===== src/rtl/result_capture_pkg.sv =====
// result_capture shared definitions:
// default parameters and hex to 7-segment decode.
package result_capture_pkg;

  localparam int DEF_SYNC_STAGES   = 2;
  localparam int DEF_STABLE_CYCLES = 4;
  localparam int DEF_DEPTH         = 8;

  // bit0=a .. bit6=g, active-high
  localparam logic [6:0] SEG_LUT [16] = '{
    7'h3F, 7'h06, 7'h5B, 7'h4F,
    7'h66, 7'h6D, 7'h7D, 7'h07,
    7'h7F, 7'h6F, 7'h77, 7'h7C,
    7'h39, 7'h5E, 7'h79, 7'h71
  };

  function automatic logic [6:0] hex_to_seg(
    input logic [3:0] v
  );
    return SEG_LUT[v];
  endfunction

endpackage


===== src/rtl/sync_ff.sv =====
// Multi-flop synchronizer for signals
// arriving asynchronously to clk.
module sync_ff #(
  parameter int WIDTH  = 1,
  parameter int STAGES = 2
) (
  input  logic             clk,
  input  logic             rst_n,
  input  logic [WIDTH-1:0] d,
  output logic [WIDTH-1:0] q
);

  logic [WIDTH-1:0] stg [STAGES];

  always_ff @(posedge clk) begin
    if (!rst_n) begin
      for (int i = 0; i < STAGES; i++)
        stg[i] <= '0;
    end else begin
      stg[0] <= d;
      for (int i = 1; i < STAGES; i++)
        stg[i] <= stg[i-1];
    end
  end

  assign q = stg[STAGES-1];

endmodule


===== src/rtl/result_capture.sv =====
// Captures settled results from the async
// processing block into a FIFO shown on 7-seg.
module result_capture
  import result_capture_pkg::*;
#(
  parameter int SYNC_STAGES   = DEF_SYNC_STAGES,
  parameter int STABLE_CYCLES = DEF_STABLE_CYCLES,
  parameter int DEPTH         = DEF_DEPTH
) (
  input  logic                     clk,
  input  logic                     rst_n,
  input  logic [3:0]               res_in,
  input  logic                     pop_btn,
  input  logic                     clear,
  output logic [6:0]               seg_out,
  output logic                     dp,
  output logic [$clog2(DEPTH):0]   count,
  output logic                     overflow
);

  localparam int AW = $clog2(DEPTH);
  localparam int CW = AW + 1;
  localparam int SW = $clog2(STABLE_CYCLES);
  localparam logic [CW-1:0] FULL_CNT = CW'(DEPTH);
  localparam logic [SW-1:0] CNT_MAX = SW'(STABLE_CYCLES - 1);
  localparam logic [SW-1:0] CNT_ACC = SW'(STABLE_CYCLES - 2);

  logic [3:0]    res_s;
  logic          pop_s;
  logic          pop_prev;
  logic [3:0]    cand;
  logic [SW-1:0] stab;
  logic [3:0]    last;
  logic          accept;
  logic          push_req;
  logic          pop_req;
  logic          full;
  logic          empty;
  logic          do_push;
  logic          do_pop;
  logic [AW-1:0] wptr;
  logic [AW-1:0] rptr;
  logic [3:0]    mem [DEPTH];

  sync_ff #(
    .WIDTH  (4),
    .STAGES (SYNC_STAGES)
  ) u_res_sync (
    .clk   (clk),
    .rst_n (rst_n),
    .d     (res_in),
    .q     (res_s)
  );

  sync_ff #(
    .WIDTH  (1),
    .STAGES (SYNC_STAGES)
  ) u_pop_sync (
    .clk   (clk),
    .rst_n (rst_n),
    .d     (pop_btn),
    .q     (pop_s)
  );

  always_comb begin
    accept   = (res_s == cand) && (stab == CNT_ACC);
    push_req = accept && (cand != last);
    pop_req  = pop_s & ~pop_prev;
    full     = (count == FULL_CNT);
    empty    = (count == '0);
    do_pop   = pop_req && !empty;
    do_push  = push_req && (!full || do_pop);
  end

  // Stability filter and edge detect
  always_ff @(posedge clk) begin
    if (!rst_n) begin
      cand     <= '0;
      stab     <= '0;
      last     <= '0;
      pop_prev <= 1'b0;
    end else begin
      pop_prev <= pop_s;
      if (res_s != cand) begin
        cand <= res_s;
        stab <= '0;
      end else if (stab != CNT_MAX) begin
        stab <= stab + SW'(1);
      end
      if (push_req)
        last <= cand;
    end
  end

  always_ff @(posedge clk) begin
    if (!rst_n) begin
      wptr     <= '0;
      rptr     <= '0;
      count    <= '0;
      overflow <= 1'b0;
    end else if (clear) begin
      wptr     <= '0;
      rptr     <= '0;
      count    <= '0;
      overflow <= 1'b0;
    end else begin
      if (do_push)
        wptr <= wptr + AW'(1);
      if (do_pop)
        rptr <= rptr + AW'(1);
      if (do_push && !do_pop)
        count <= count + CW'(1);
      else if (do_pop && !do_push)
        count <= count - CW'(1);
      if (push_req && full && !do_pop)
        overflow <= 1'b1;
    end
  end

  always_ff @(posedge clk) begin
    if (rst_n && !clear && do_push)
      mem[wptr] <= cand;
  end

  always_ff @(posedge clk) begin
    if (!rst_n || empty) begin
      seg_out <= '0;
      dp      <= 1'b0;
    end else begin
      seg_out <= hex_to_seg(mem[rptr]);
      dp      <= 1'b1;
    end
  end

endmodule


===== config.mk =====
export PLATFORM = sky130hd
export DESIGN_NAME = result_capture
export DESIGN_NICKNAME = d
export VERILOG_FILES = /design/src/rtl/result_capture_pkg.sv /design/src/rtl/sync_ff.sv /design/src/rtl/result_capture.sv
export SDC_FILE = /design/constraint.sdc
export NUM_CORES = 1
export LEC_CHECK = 0
export CORE_ASPECT_RATIO = 1.5
export CORE_MARGIN = 2
export CORE_UTILIZATION = 58
export DETAILED_ROUTE_END_ITERATION = 10
export PLACE_DENSITY = 0.79
export SYNTH_ARGS = -nofsm -noshare
export SYNTH_HDL_FRONTEND = slang
export SYNTH_SLANG_ARGS = --single-unit

===== constraint.sdc =====
create_clock -name clk -period 3.85 [get_ports clk]
set_clock_uncertainty 0.1 [all_clocks]
set_input_delay 0.77 -clock clk [delete_from_list [all_inputs] [get_ports clk]]
set_output_delay 0.77 -clock clk [all_outputs]
set_load 0.01 [all_outputs]

# Word-level counts from Yosys, hierarchy flattened

Memories as Yosys holds them, arrays and structs flattened. A register that Yosys moved wholly into a read port is not among the register bits.
Cells that the tools add are included.

Flip-flop bits (word level): 23
Input bits: 8
Output and inout bits: 13
Bits in read-only memories: 112
Memories kept: 4
Memory bits (writable): 42

Memory list:

| memory           | depth | bits a word | rd ports | clocked after memory_dff | wr ports | line                     | source |
|---|---|---|---|---|---|---|---|
| (name not given) | 16    | 7           | 1        | 1                        | 0        | result_capture_pkg.sv:20 | `return SEG_LUT[v];` |
| mem              | 8     | 4           | 1        | 1                        | 1        | result_capture.sv:43     | `logic [3:0] mem [DEPTH];` |
| u_res_sync.stg   | 2     | 4           | 2        | 0                        | 2        | sync_ff.sv:13            | `logic [WIDTH-1:0] stg [STAGES];` |
| u_pop_sync.stg   | 2     | 1           | 2        | 0                        | 2        | sync_ff.sv:13            |  |

$add $sub $neg: 5
Mux-type cells: 13
Reduce and logical (&&, ||, !) cells: 22
Equality and inequality tests: 6
Bitwise operators: 8

Operator list:

| kind                                             | number |
|---|---|
| 2-to-1 mux 4 bit                                 | 4 |
| logical AND 1 bit                                | 10 |
| != test 4 bit                                    | 2 |
| 2-to-1 mux 1 bit                                 | 7 |
| adder 3 x 1 -> 3 bit, second input constant      | 2 |
| zero test 1 bit                                  | 6 |
| 2-to-1 mux 3 bit                                 | 2 |
| NOT 4 -> 5 bit                                   | 1 |
| adder 4 x 1 -> 4 bit, second input constant      | 1 |
| equality test 4 bit                              | 1 |
| equality test 4 bit, second input constant       | 1 |
| zero test 4 bit                                  | 1 |
| OR 1 bit                                         | 4 |
| OR reduction 2 bit                               | 2 |
| subtractor 4 x 1 -> 4 bit, second input constant | 1 |
| adder 2 x 1 -> 2 bit, second input constant      | 1 |
| equality test 2 bit, second input constant       | 1 |
| logical OR 1 bit                                 | 2 |
| != test 2 bit, second input constant             | 1 |
| NOT 1 bit                                        | 2 |
| nonzero test 2 bit                               | 1 |
| AND 1 bit                                        | 1 |

# Longest topological paths before layout

Gate-level depths: netlist of run 1.

Word-level depth: 9
Depth in mapped cells: 13
Gate-level depth less buffers: 13

# By module

A second synthesis of run 1 with hierarchy kept.

Cells, all modules: 255
Area total of the unflattened synthesis: 3176.8 um^2

Modules (own cells, without submodules):

| module               | area each (um^2) | cells each | instances | sequential area each (um^2) |
|---|---|---|---|---|
| result_capture       | 2884.0           | 231        | 1         | 1621.6 |
| sync_ff (u_res_sync) | 240.2            | 20         | 1         | 160.2 |
| sync_ff (u_pop_sync) | 52.6             | 4          | 1         | 40.0 |

# Least setup slack after synthesis of run 1

Ideal clock, no wire load.

Kind: register to register
Start: reg cand[1]
End: reg count[3]
Cell stages (with the launch flop): 13
Setup slack: 0.942 ns
Arrival: 2.738 ns
Clock period less this slack: 2.908 ns
Cell sequence: dfxtp_1 > xor2_1 > o41ai_2 > or3_1 > inv_1 > ha_1 > inv_1 > ha_1 > a21o_1 > a21oi_1 > xnor2_1 > or3_1 > a21oi_1

Cells in the longest elaborated chain, start to end: 7
Elaborated cells on any way between the ends: 10
Those cells by class: eq/ne: 2; mux: 1; reduce/logical: 7

RTL lines:

| item                                | line                  | source |
|---|---|---|
| start: declaration                  | result_capture.sv:31  | `logic [3:0] cand;` |
| start signal: assignment            | result_capture.sv:85  | `cand <= res_s;` |
| equality test 4 bit                 | result_capture.sv:66  | `accept = (res_s == cand) && (stab == CNT_ACC);` |
| logical AND 1 bit                   | result_capture.sv:66  |  |
| logical AND 1 bit (*)               | result_capture.sv:67  | `push_req = accept && (cand != last);` |
| logical AND 1 bit (*)               | result_capture.sv:72  | `do_push = push_req && (!full \|\| do_pop);` |
| via do_push                         | result_capture.sv:39  | `logic do_push;` |
| zero test 1 bit                     | result_capture.sv:113 | `else if (do_pop && !do_push)` |
| logical AND 1 bit                   | result_capture.sv:113 |  |
| nonzero test 2 bit (no source line) | n/a                   |  |
| end signal: assignment              | result_capture.sv:112 | `count <= count + CW'(1);` |
| end signal: assignment              | result_capture.sv:114 | `count <= count - CW'(1);` |
| end: declaration                    | result_capture.sv:17  | `output logic [$clog2(DEPTH):0] count,` |

Mark *: on every way through the listed nets, which the timed path passes. The rest lies on a longest branch.
A chain may end at the register's enable or synchronous reset.

# Final worst setup path of run 1

Same ends and word-level chain as after synthesis.

==> reports/results.tsv, run 1 <==
metric	value	unit
clk buf depth	2	
DIE AREA	0.006011	mm^2
Synth Net Count	273	
post-DP HPWL	3.892	mm
Relative slew margins	0.5241	
DR vias/cell	5.438	
final instance area	0.003617	mm^2
status	completed	
yosys warns	0	
CTS tree	done	
Syn Inst Count	250	
post-CTS sizing	0	
Horiz. Die Dim	63.98	um
placed instance area	0.003418	mm^2
top post-synthesis cells by area	edfxtp_1 31%, dfxtp_1 28%, ha_1 5.6%, mux4_2 4.3%, mux2i_1 3.5%	
gp weighted congestion	0.7650	
Final Critical Period	3.266	ns
Cell Count, Final, Fillers Out	352	
pwr dens	409.7	mW/mm^2
clock tree sinks	75	
Starting Density	0.6059	
clock power share	0.405	
GRT Total Usage	0.2044	
Max FO, Critical Path	11	
H-tree depth	3	
top-area cell type share of the netlist area	0.3071	
vias in the first global route	1931	
most frequent cell after synthesis	dfxtp_1	
top cells by count, synth	43 x dfxtp_1, 32 x edfxtp_1, 26 x nor2_1	
Crit path required time	4.03	ns
ys async rst share	0	
I/O pin total	21	
EDFF count, synth	32	
Synth area leader	edfxtp_1	
largest net degree at the start of global routing	19	
setup bufs post-CTS	0	
sequential share of the synthesized area	0.5822	
slowest library cell on the worst path	dfxtp_1	
Seq cells post-synth	75	
Switching Power	0.3234	mW
Worst Hold Class	flip-flop to flip-flop	
Core ar.	0.005165	mm^2
Setup violations, final	0	
Sum Neg Setup Slack	0	ns
CTS clock-pin slew for the worst setup and hold paths	0.08	ns
area added between synthesis and finish	15.59	%
Final Slew Violations	0	
# DRC	0	
first-pass GRT wire length	8.949	mm
max incr delay on CP	0.57	ns
height of the die	93.96	um
initial antenna violation count	0	
leakage power total	1.357	nW
post-synth cell types	41	
drt first pass iters	6	
Buffers on Ports	20	
crit path DAT	3.45	ns
Max Freq	306.2	MHz
post-route ant nets	0	
Logic pwr share	0.028	
switching share of power	0.2182	
unrepaired setup endpoints after global routing	false	
Via Count	1914	
WL/cell	15.17	um
CP top delay family	simple AND/OR/NAND/NOR gates	
FP Rows	32	
Seq pwr share	0.567	
clk_lat worst skew	0.34	ns
Int Pwr	1.159	mW
grt total ovfl	0	
nets	302	
CP bufs+invs	2	
CTS hold repair buffers	0	
crit path cell chain	xnor2_1 > nand4_2 > or3_1 > inv_1 > ha_1 > inv_1 > ha_1 > a21o_1 > a21oi_1 > xnor2_1 > or3_1 > a21oi_1	
ys flop type	dfxtp_1	
Worst Slack Setup Final	0.5839	ns
element type at the critical path end	flip-flop	
Mapped Avg Cell Area	12.52	um^2
Post-Route WL	5.341	mm
share of layout cells above drive strength 1	0.1162	
n_diodes	0	
Setup CP Type	flip-flop to flip-flop	
Fin. Hold Viols	0	
VDD IR max	0.0005126	V
CTS buffer count	9	
Post-Syn Area	0.003129	mm^2
Max Cap Viol	0	
starting DRC count in detailed routing	77	
Place WS	0.6018	ns
Final period util	0.8483	
CTS root buf	clkbuf_8	
Slew @ Worst Pin	0.7084	ns
CP startpoint kind	flip-flop	
Inst Count DP	336	
## power groups by stage
stage               combinational [mW]  sequential, mW  clock [mW]
finish                          0.0416           0.840       0.600
global route                    0.0466           0.842       0.646
CTS                             0.0420           0.840       0.612
detailed placement              0.0418           0.859           0
global placement                0.0403           0.858           0
floorplan                       0.0254           0.857           0
## worst paths after layout
| kind | startpoint | end | slack [ns] | cells past startpoint |
|---|---|---|---|---|
| worst max-delay path | cand[1]$_SDFFE_PN0P_ | count[3]$_SDFFE_PP0P_ | 0.58 | 12 |
| worst min-delay path | u_res_sync.stg[0][1]$_SDFF_PN0_ | u_res_sync.stg[0][5]$_SDFF_PN0_ | 0.34 | 1 |
| worst max register to register | cand[1]$_SDFFE_PN0P_ | count[3]$_SDFFE_PP0P_ | 0.58 | 12 |
| worst min register to register | u_res_sync.stg[0][1]$_SDFF_PN0_ | u_res_sync.stg[0][5]$_SDFF_PN0_ | 0.34 | 1 |
## metrics by stage
stage | hold WS, ns | power, mW | utilization
6_report | 0.3395 | 1.482 | 0.7003
5_1_grt | 0.3588 | 1.534 | 0.7003
2_1_floorplan | 0.3119 | 0.8825 | -
4_1_cts | 0.3438 | 1.494 | 0.7003
3_3_place_gp | 0.3141 | 0.8984 | 0.6618
3_5_place_dp | 0.3196 | 0.9007 | 0.6618
## layout by cell type, fill, tap and decap left out, types with 6 or more instances in the layout
cell             count
mux4_2               6
ha_1                14
nor2_1              26
clkbuf_8             9
xor2_1               7
inv_1               11
dfxtp_1             43
mux2i_1             11
buf_4                6
a21oi_1              7
and2_1              15
edfxtp_1            32
xnor2_1             10
nand2_1             11
clkdlybuf4s50_1     20
## final cells by class
class	count	area, um^2
tap	68	85.08
timing repair buffer	26	245.2
inverter	11	41.29
clock buffer	9	123.9
clock inverter	7	75.07
multi-input combinational	156	1225
fill	356	1548
sequential	75	1822
## kinds of logic (layout without fill, tap and decap cells)
family	count (synthesis)	after routing	share of synthesized area
fa+ha+maj	15	15	0.06238
xor+xnor	17	17	0.04758
buf+inv	19	53	0.02639
flops	75	75	0.5822
simple gates	73	73	0.1188
mux	20	20	0.09116
compound gates	31	31	0.07157
## state kept, by name (all words and copies together), names as in the netlist, 2 cells and up, named ones only
register,cells
wptr,3
rptr,3
u_pop_sync.stg,2
seg_out,7
last,4
mem,32
count,4
u_res_sync.stg,8
stab,2
cand,4
## metal layers
| layer | track usage | part of all wire | vias to the layer above |
|---|---|---|---|
| met3 | 0.05156 | 0.029 | 11 |
| met1 | 0.2053 | 0.39 | 919 |
| met4 | 0.1014 | 0.018 | 0 |
| met5 | 0 | 0 | - |
| li1 | - | - | 945 |
| met2 | 0.3819 | 0.56 | 39 |
Power figures use the tool's default switching activity.
==> run 2, diff against run 1 <==
==> constraint.sdc (replaced) <==
create_clock -name clk -period 3.2 [get_ports clk]
set_clock_uncertainty 0.1 [all_clocks]
set_input_delay 0.64 -clock clk [delete_from_list [all_inputs] [get_ports clk]]
set_output_delay 0.64 -clock clk [all_outputs]
set_load 0.01 [all_outputs]
==> reports/results.tsv, run 2 (synthesis results as in run 1) <==
metric	value	unit	change
WL/cell	15.22	um	was 15.17 um
Core ar.	0.005165	mm^2	unchanged
starting DRC count in detailed routing	94		was 77
VDD IR max	0.0003323	V	was 0.0005126 V
H-tree depth	3		unchanged
Slew @ Worst Pin	0.4910	ns	was 0.7084 ns
commonest non-fill, non-tap cell in the layout	dfxtp_1		unchanged
Worst Slack Setup Final	0.2157	ns	was 0.5839 ns
Worst Hold Class	flip-flop to flip-flop		unchanged
grt total ovfl	0		unchanged
nets	311		was 302
CTS buffer count	9		unchanged
height of the die	93.96	um	unchanged
DR vias/cell	5.432		was 5.438
Worst Hold Depth	1		unchanged
Max Cap Viol	0		unchanged
Cell Count, Final, Fillers Out	361		was 352
vias in the first global route	1964		was 1931
Horiz. Die Dim	63.98	um	unchanged
crit path DAT	3.15	ns	was 3.45 ns
leakage power total	1.379	nW	was 1.357 nW
post-route ant nets	0		unchanged
CTS root buf	clkbuf_8		unchanged
I/O pin total	21		unchanged
clk buf depth	2		unchanged
drt first pass iters	4		was 6
Setup CP Type	flip-flop to flip-flop		unchanged
Fin. Hold Viols	0		unchanged
share of layout cells above drive strength 1	0.1365		was 0.1162
Largest register FFs	32		unchanged
CTS hold repair buffers	0		unchanged
most frequent cells in the layout	42 x dfxtp_1, 32 x edfxtp_1, 26 x nor2_1		was 43 x dfxtp_1, 32 x edfxtp_1, 26 x nor2_1
Starting Density	0.6059		unchanged
post-DP HPWL	3.925	mm	was 3.892 mm
first-pass GRT wire length	8.983	mm	was 8.949 mm
element type at the critical path end	flip-flop		unchanged
worst hold slack	0.3343	ns	was 0.3395 ns
Max Freq	335.1	MHz	was 306.2 MHz
Post-Route WL	5.493	mm	was 5.341 mm
Biggest register	mem		unchanged
CP startpoint kind	flip-flop		unchanged
CTS tree	done		unchanged
Inst Count DP	345		was 336
Sum Neg Setup Slack	0	ns	unchanged
DIE AREA	0.006011	mm^2	unchanged
largest registers	mem x32, u_res_sync.stg x8, seg_out x7		unchanged
Via Count	1961		was 1914
crit path cell chain	nor3_1 > and3_1 > or3_1 > inv_1 > ha_1 > inv_1 > ha_1 > a21o_1 > a21oi_1 > xnor2_1 > or3_1 > a21oi_1		was xnor2_1 > nand4_2 > or3_1 > inv_1 > ha_1 > inv_1 > ha_1 > a21o_1 > a21oi_1 > xnor2_1 > or3_1 > a21oi_1
area added between synthesis and finish	16.43	%	was 15.59%
Buffers on Ports	20		unchanged
initial antenna violation count	0		unchanged
# DRC	0		unchanged
Final Critical Period	2.984	ns	was 3.266 ns
largest net degree at the start of global routing	20		was 19
Crit path required time	3.37	ns	was 4.03 ns
GRT Total Usage	0.2036		was 0.2044
unrepaired setup endpoints after global routing	false		unchanged
n_diodes	0		unchanged
max incr delay on CP	0.45	ns	was 0.57 ns
Max FO, Critical Path	6		was 11
Place WS	0.2505	ns	was 0.6018 ns
pwr dens	456.9	mW/mm^2	was 409.7 mW/mm^2
R2R depth	12		unchanged
CTS clock-pin slew for the worst setup and hold paths	0.07	ns	was 0.08 ns
Final period util	0.9326		was 0.8483
setup bufs post-CTS	0		unchanged
Relative slew margins	0.6722		was 0.5241
Setup violations, final	0		unchanged
clk_lat worst skew	0.35	ns	was 0.34 ns
gp weighted congestion	0.7925		was 0.7650
clock tree sinks	75		unchanged
status	completed		unchanged
Final Slew Violations	0		unchanged
slowest library cell on the worst path	dfxtp_1		unchanged
FP Rows	32		unchanged
-- run 2: cell count changes in the layout (fill, tap and decap cells not counted), sizes merged --
cell	change
clkinv	-1
buf	+9
inv	-3
bufinv	-1
clkbuf	+4
clkinvlp	+1
-- run 2: worst max-delay path, delay by kind of cell, from the launching register on --
family	cells	cell delay [ns]
compound gates	3	0.50
xor+xnor	1	0.09
fa+ha+maj	2	0.50
buf+inv	2	0.26
flops	1	0.45
simple gates	4	1.02
-- run 2: through the flow --
step / total power [mW] / util / cell area (um^2)
2_1_floorplan: 1.062 / - / 3129
3_3_place_gp: 1.086 / 0.6749 / 3486
3_5_place_dp: 1.088 / 0.6749 / 3486
4_1_cts: 1.675 / 0.7052 / 3642
5_1_grt: 1.717 / 0.7054 / 3643
6_report: 1.665 / 0.7054 / 3643
-- run 2: what timing repair did --
action,in CTS,in global routing
hold endpoints to repair,0,0
resized for setup,0,1
endpoints found under the setup margin,0,1
-- run 2: area by class of cell --
class,instances,area (um^2)
Multi-Input combinational cell,156,1225
Inverter,11,41.29
Timing Repair Buffer,35,312.8
Tap cell,68,85.08
Fill cell,366,1521
Sequential cell,75,1823
Clock buffer,13,138.9
Clock inverter,3,17.52
-- run 2: per-layer routing --
layer,routed length (um),GRT usage,up-vias
met1,2028,0.1872,941
met5,0,0,-
met3,181,0.04556,17
met4,178,0.1232,0
met2,3104,0.3924,47
li1,-,-,956
-- run 2: power breakdown --
group / total, mW / switching, mW / internal [mW]
registers: 1.01 / 0.00637 / 1.00
logic: 0.0572 / 0.0273 / 0.0299
clock network: 0.598 / 0.318 / 0.280
-- run 2: final timing paths --
kind                                           to  slack, ns                            start
setup / recovery            count[3]$_SDFFE_PP0P_       0.22            count[1]$_SDFFE_PP0P_
hold / removal    u_res_sync.stg[0][6]$_SDFF_PN0_       0.33  u_res_sync.stg[0][2]$_SDFF_PN0_
setup reg to reg            count[3]$_SDFFE_PP0P_       0.22            count[1]$_SDFFE_PP0P_
hold reg to reg   u_res_sync.stg[0][6]$_SDFF_PN0_       0.33  u_res_sync.stg[0][2]$_SDFF_PN0_
==> run 3, diff against run 2 <==
--- a/config.mk
+++ b/config.mk
@@ -5,6 +5,7 @@
 export SDC_FILE = /design/constraint.sdc
 export NUM_CORES = 1
 export LEC_CHECK = 0
+export CAP_MARGIN = 20
 export CORE_ASPECT_RATIO = 1.5
 export CORE_MARGIN = 2
 export CORE_UTILIZATION = 58
==> results of run 3 <==
Same layout as run 2: the final DEF is identical, and so are final timing and power.
